$ cat src/rtl/cmd_select_ctrl.sv
// cmd_select_ctrl
// Operator command entry stage. Three active-low push-buttons (next, prev,
// exec) are synchronized and debounced. The debounced press events step a
// registered command index. An exec press offers that command downstream
// over a valid/ready handshake. One exec press issues exactly one command.
module cmd_select_ctrl #(
   parameter int DEBOUNCE_CYCLES = 500000,
   parameter int CNT_W           = 20,
   parameter int NUM_CMDS        = 6
) (
   input  logic       clk,
   input  logic       rst,
   input  logic       btn_next,
   input  logic       btn_prev,
   input  logic       btn_exec,
   input  logic       cmd_ready,
   output logic [2:0] cmd,
   output logic       cmd_valid,
   output logic       sel_mode
);

   localparam logic [CNT_W-1:0] CNT_LAST = CNT_W'(DEBOUNCE_CYCLES - 1);
   localparam logic [2:0]       CMD_MAX  = 3'(NUM_CMDS - 1);

   // Button order in the vectors below: bit 0 = next, 1 = prev, 2 = exec
   logic [2:0] btn_raw;
   logic [2:0] press_ev;
   logic       exec_lvl;

   assign btn_raw = {btn_exec, btn_prev, btn_next};

   generate
      for (genvar gi = 0; gi < 3; gi++) begin : g_btn
         logic             sync1_reg;
         logic             sync2_reg;
         logic             deb_reg;
         logic             deb_dly_reg;
         logic [CNT_W-1:0] cnt_reg;

         // Two-flop synchronizer, then a debouncer that accepts a new level
         // only after it has been stable for DEBOUNCE_CYCLES cycles
         always_ff @(posedge clk) begin
            if (rst) begin
               sync1_reg   <= 1'b1;
               sync2_reg   <= 1'b1;
               deb_reg     <= 1'b1;
               deb_dly_reg <= 1'b1;
               cnt_reg     <= '0;
            end else begin
               sync1_reg   <= btn_raw[gi];
               sync2_reg   <= sync1_reg;
               deb_dly_reg <= deb_reg;
               if (sync2_reg == deb_reg) begin
                  cnt_reg <= '0;
               end else if (cnt_reg == CNT_LAST) begin
                  deb_reg <= sync2_reg;
                  cnt_reg <= '0;
               end else begin
                  cnt_reg <= cnt_reg + 1'b1;
               end
            end
         end

         // One-cycle pulse on the debounced released->pressed transition
         assign press_ev[gi] = deb_dly_reg & ~deb_reg;

         if (gi == 2) begin : g_exec_lvl
            assign exec_lvl = deb_reg;
         end
      end
   endgenerate

   typedef enum logic [1:0] {
      ST_SEL   = 2'd0,
      ST_ISSUE = 2'd1,
      ST_HOLD  = 2'd2
   } state_t;

   state_t     state_reg,  state_next;
   logic [2:0] cmd_reg,    cmd_next;
   logic       valid_reg,  valid_next;
   logic       sel_reg,    sel_next;

   // Control state and registered outputs
   always_ff @(posedge clk) begin
      if (rst) begin
         state_reg <= ST_SEL;
         cmd_reg   <= 3'd0;
         valid_reg <= 1'b0;
         sel_reg   <= 1'b1;
      end else begin
         state_reg <= state_next;
         cmd_reg   <= cmd_next;
         valid_reg <= valid_next;
         sel_reg   <= sel_next;
      end
   end

   // Next-state logic; events outside SEL are simply dropped
   always_comb begin
      state_next = state_reg;
      cmd_next   = cmd_reg;
      valid_next = valid_reg;
      sel_next   = sel_reg;
      case (state_reg)
         ST_SEL: begin
            if (press_ev[2]) begin
               // exec wins over a simultaneous next/prev; command is frozen
               state_next = ST_ISSUE;
               valid_next = 1'b1;
               sel_next   = 1'b0;
            end else if (press_ev[0] && !press_ev[1]) begin
               cmd_next = (cmd_reg == CMD_MAX) ? 3'd0 : cmd_reg + 3'd1;
            end else if (press_ev[1] && !press_ev[0]) begin
               cmd_next = (cmd_reg == 3'd0) ? CMD_MAX : cmd_reg - 3'd1;
            end
         end
         ST_ISSUE: begin
            if (cmd_ready) begin
               valid_next = 1'b0;
               state_next = ST_HOLD;
            end
         end
         ST_HOLD: begin
            // Wait for exec release so a held button cannot re-issue
            if (exec_lvl) begin
               state_next = ST_SEL;
               sel_next   = 1'b1;
            end
         end
         default: begin
            state_next = ST_SEL;
            cmd_next   = 3'd0;
            valid_next = 1'b0;
            sel_next   = 1'b1;
         end
      endcase
   end

   assign cmd       = cmd_reg;
   assign cmd_valid = valid_reg;
   assign sel_mode  = sel_reg;

endmodule

$ cat config.mk
export PLATFORM = sky130hd
export DESIGN_NAME = cmd_select_ctrl
export DESIGN_NICKNAME = d
export VERILOG_FILES = /design/src/rtl/cmd_select_ctrl.sv
export SDC_FILE = /design/constraint.sdc
export NUM_CORES = 1
export LEC_CHECK = 0
export ABC_AREA = 1
export CAP_MARGIN = 40
export CORE_MARGIN = 1
export CORE_UTILIZATION = 55
export CTS_CLUSTER_DIAMETER = 200
export CTS_CLUSTER_SIZE = 25
export DETAILED_ROUTE_END_ITERATION = 10
export PLACE_DENSITY = 0.75
export SYNTH_ARGS = -nofsm -noshare
export SYNTH_HDL_FRONTEND = slang
export SYNTH_SLANG_ARGS = --single-unit
export TNS_END_PERCENT = 50
$ cat constraint.sdc
create_clock -name clk -period 1.6 [get_ports clk]
set_clock_uncertainty 0.1 [all_clocks]
set_input_delay 0.16 -clock clk [delete_from_list [all_inputs] [get_ports clk]]
set_output_delay 0.16 -clock clk [all_outputs]
set_load 0.005 [all_outputs]
==> impl_table.tex <==
\begin{tabular}{lr}
\hline
Metric & Value \\
\hline
\multicolumn{2}{l}{\textbf{Status}} \\
Run status & finished, final reports clean \\
\multicolumn{2}{l}{\textbf{Logic synthesis}} \\
Nets in the synthesized netlist & 604 \\
Async SR Flop Fraction & 0\% \\
Post-synthesis area per instance & 6.809 um\^{}2 \\
Combinational family with the most area after synthesis & simple AND/OR/NAND/NOR gates \\
Compound-cell area share of the yosys netlist & 4.260\% \\
Number of synthesized register bits & 79 \\
Most frequently used flop master after synthesis & dfxtp\_1 \\
Portion of netlist area occupied by mux cells & 0\% \\
Dominant cell by count in the synthesized netlist & nand2\_1 \\
Cell type contributing the most total cell area after synthesis & dfxtp\_1 \\
Post-synthesis simple-gate area fraction & 41.11\% \\
Xor and xnor fraction of the mapped netlist area & 5.877\% \\
Most frequent cells after synthesis & 158 x nand2\_1, 121 x nor2\_1, 79 x dfxtp\_1 \\
Top cell type's share of synthesized area & 39.30\% \\
Distinct cell type count after synthesis & 27 \\
Leading cell types by total area after synthesis & dfxtp\_1 39\%, nand2\_1 15\%, nor2\_1 11\%, inv\_1 5.9\%, nand3\_1 5.0\% \\
Fraction of the mapped netlist area in adder cells & 2.177\% \\
Post-synthesis cell count & 591 \\
Synth Warn \# & 0 \\
Post-synthesis sequential area ratio & 39.30\% \\
Number of enable-type register cells in the synthesized netlist & 0 \\
Area of the mapped netlist & 4024 um\^{}2 \\
\multicolumn{2}{l}{\textbf{Setup path}} \\
Startpoint-to-endpoint class of the critical path & register to register \\
R2r endpoint & g\_btn[1].cnt\_reg[11] \\
Crit path largest cell delay & 400 ps \\
Kind of capture point of the worst setup path & register \\
Critical Path Fanout Max & 20 \\
Buf/Inv on CP & 1 \\
R2R cell count & 6 \\
Worst endpoint required time & 1730 ps \\
Crit-path leading delay family & simple AND/OR/NAND/NOR gates \\
Crit. path cell count & 6 \\
Worst setup path endpoint & g\_btn[1].cnt\_reg[11] \\
Data arrival, critical path & 1660 ps \\
Worst R2R Setup Slack & 70 ps \\
Highest-delay cell along the critical path & dfxtp\_1 \\
Cells traversed along the worst timing path & nand2\_1, nor3\_1, nand3\_1, nand2\_2, buf\_12, nor2\_1 \\
Critical path startpoint & g\_btn[1].cnt\_reg[15] \\
Startpoint of the most critical register-to-register path & g\_btn[1].cnt\_reg[15] \\
Startpoint class of the critical path & register \\
\multicolumn{2}{l}{\textbf{Global route}} \\
Global-route wire length before repair & 13050 um \\
Largest net degree at the start of global routing & 21 \\
Leftover overflow at the end of global routing & 0 \\
Initial antenna violation count & 0 \\
Vias in the first global route & 3163 \\
Tot GR Track Use & 21.56\% \\
\multicolumn{2}{l}{\textbf{Detailed routing}} \\
Routed wl met3 & 231 um \\
Number of optimization iterations in the first detailed-route pass & 5 \\
Highest metal used & met4 \\
Number of violations reported at the end of detailed-routing iteration 0 & 114 \\
\# DRC & 0 \\
Total vias in the final route & 3552 \\
Number of nets still failing antenna checks after routing & 0 \\
Per-cell routed wire length & 10.85 um \\
Met2 wire length & 3607 um \\
Overall routed net length & 7815 um \\
Via-to-Cell Ratio & 4.933 \\
DRT met1 WL & 3856 um \\
\multicolumn{2}{l}{\textbf{Clock network}} \\
Number of buffers added by the clock tree synthesis step & 9 \\
Number of H-tree branching levels & 3 \\
Maximum clock insertion buffer count & 2 \\
CTS Root Buffer Type & clkbuf\_8 \\
\# clock sinks & 79 \\
CTS clock-pin slew for the worst setup and hold paths & 80 ps \\
CTS tree & yes \\
CTS hold repair buffers & 0 \\
Skew-Pair Late Insertion Delay & 340 ps \\
\multicolumn{2}{l}{\textbf{Timing}} \\
Count of endpoints failing hold in the final timing report & 0 \\
Part of the cycle the worst path needs & 95.48\% \\
Remaining max-slew budget at the tightest pin & 72.72\% \\
Worst setup margin & 72.37 ps \\
Number of pins with negative max-slew slack in the final report & 0 \\
RSZ-0062 raised after global routing & yes \\
Number of setup violations in the final report & 0 \\
Maximum achievable frequency & 0.6546 GHz \\
Pin slew with the least headroom to its limit & 407.7 ps \\
Post-route minimum period & 1528 ps \\
Setup TNS & 0 ps \\
\multicolumn{2}{l}{\textbf{Finish}} \\
Signed area change from the synthesized netlist to the final layout & 14.27\% \\
NumNets Final & 632 \\
Fraction of final layout cells with drive strength greater than 1 & 12.66\% \\
Diode count & 0 \\
Max reg flops & 60 \\
\multicolumn{2}{l}{\textbf{Placement}} \\
Post-DP HPWL & 5649 um \\
Worst setup slack before clock tree synthesis & 34.35 ps \\
Final estimated routing congestion in global placement & 0.8929 \\
Port bufs & 10 \\
\multicolumn{2}{l}{\textbf{Power}} \\
Max rail drop VDD & 807.9 uV \\
Power density normalized to cell area & 870.3 nW/um\^{}2 \\
Static leakage power & 1.479 nW \\
\multicolumn{2}{l}{\textbf{Die}} \\
Die ar. & 7662 um\^{}2 \\
Number of ports placed on the die boundary & 11 \\
Die span in y & 87.54 um \\
Area of the placeable core & 6944 um\^{}2 \\
Initial cell density of the core & 57.95\% \\
Horizontal extent of the die & 87.54 um \\
Row count & 30 \\
\multicolumn{2}{l}{\textbf{Worst hold path}} \\
Number of stages on the worst hold path & 2 \\
Path type of the worst min-delay path & input pin to register \\
\multicolumn{2}{l}{\textbf{Run}} \\
Max-cap violations & 0 \\
\hline
\end{tabular}
==> kinds of logic (layout without fill, tap and decap cells) <==
family | after synthesis | after routing
flip-flops | 79 | 79
adder cells (fa/ha/maj) | 7 | 7
XOR/XNOR | 27 | 27
AO/OA/AOI/OAI | 33 | 33
AND/OR/NAND/NOR | 375 | 377
buffers and inverters | 70 | 101
==> report_power, final <==
part           internal [mW]  switching, mW
combinational          0.187          0.242
clock                  0.771          0.744
sequential              2.02         0.0331
total                   2.98           1.02
==> repair_timing <==
| item | in CTS | in global routing |
|---|---|---|
| resized for setup | 0 | 19 |
| endpoints found under the setup margin | 0 | 59 |
| buffers inserted | 0 | 1 |
==> through the flow <==
| step | area (um^2) | utilization [%] | instances | total power, mW | hold slack, ps |
|---|---|---|---|---|---|
| 3_3_place_gp | 4275 | 61.57 | 701 | 2.511 | 291.7 |
| 4_1_cts | 4482 | 64.54 | 717 | 4.044 | 261.1 |
| 2_1_floorplan | 4024 | - | 591 | 2.395 | 163.8 |
| 3_5_place_dp | 4275 | 61.57 | 701 | 2.527 | 297.7 |
| 5_1_grt | 4598 | 66.22 | 720 | 4.199 | 274.4 |
| 6_report | 4598 | 66.22 | 720 | 4.002 | 276.2 |
==> worst register-to-register path: cells and delay by family, from the launching register on <==
| family | cells | cell delay (ps) |
|---|---|---|
| flip-flops | 1 | 400 |
| buffers and inverters | 1 | 150 |
| AND/OR/NAND/NOR | 5 | 770 |
==> layer usage <==
metal | global-route usage (%) | vias to the layer above
met5 | 0 | -
met4 | 8.644 | 0
met3 | 3.487 | 10
met2 | 35.80 | 43
met1 | 28.11 | 1609
li1 | - | 1890
==> layout make-up <==
class                   count  area, um^2
flip-flops and latches     79        1585
well taps                  96       120.1
multi-input cells         444        2255
clock inverters             6       68.82
clock buffers              10       137.6
fillers                   608        2346
inverters                  65       244.0
repair buffers             20       187.7
==> worst min-delay path by stage <==
stage                             from                  to  slack (ps)
finish                        btn_prev  g_btn[1].sync1_reg         280
global route                  btn_prev  g_btn[1].sync1_reg         270
CTS                           btn_prev  g_btn[1].sync1_reg         260
detailed placement  g_btn[2].sync1_reg  g_btn[2].sync2_reg         300
global placement    g_btn[0].sync1_reg  g_btn[0].sync2_reg         290
floorplan                     btn_next  g_btn[0].sync1_reg         160
==> placed cells by master, fill, tap and decap left out, types with 2 or more instances in the layout <==
cell type          n
or2_0              4
nand4_1            9
buf_4              9
xnor2_1           11
nand2_2            6
nor2_4             5
nand2_8            3
clkinv_4           2
dfxtp_1           76
inv_1             62
clkdlybuf4s50_1   10
nor2_1           117
nand2_1          158
xor2_1            16
ha_1               5
a21oi_1           25
nand3b_1           4
clkbuf_8          10
nor2_2            13
nand3_1           39
nand3_2            4
o21ai_0            6
nand3_4            2
dfxtp_2            3
inv_2              2
or2_2             10
No activity file was read; power rests on OpenSTA's default activity.
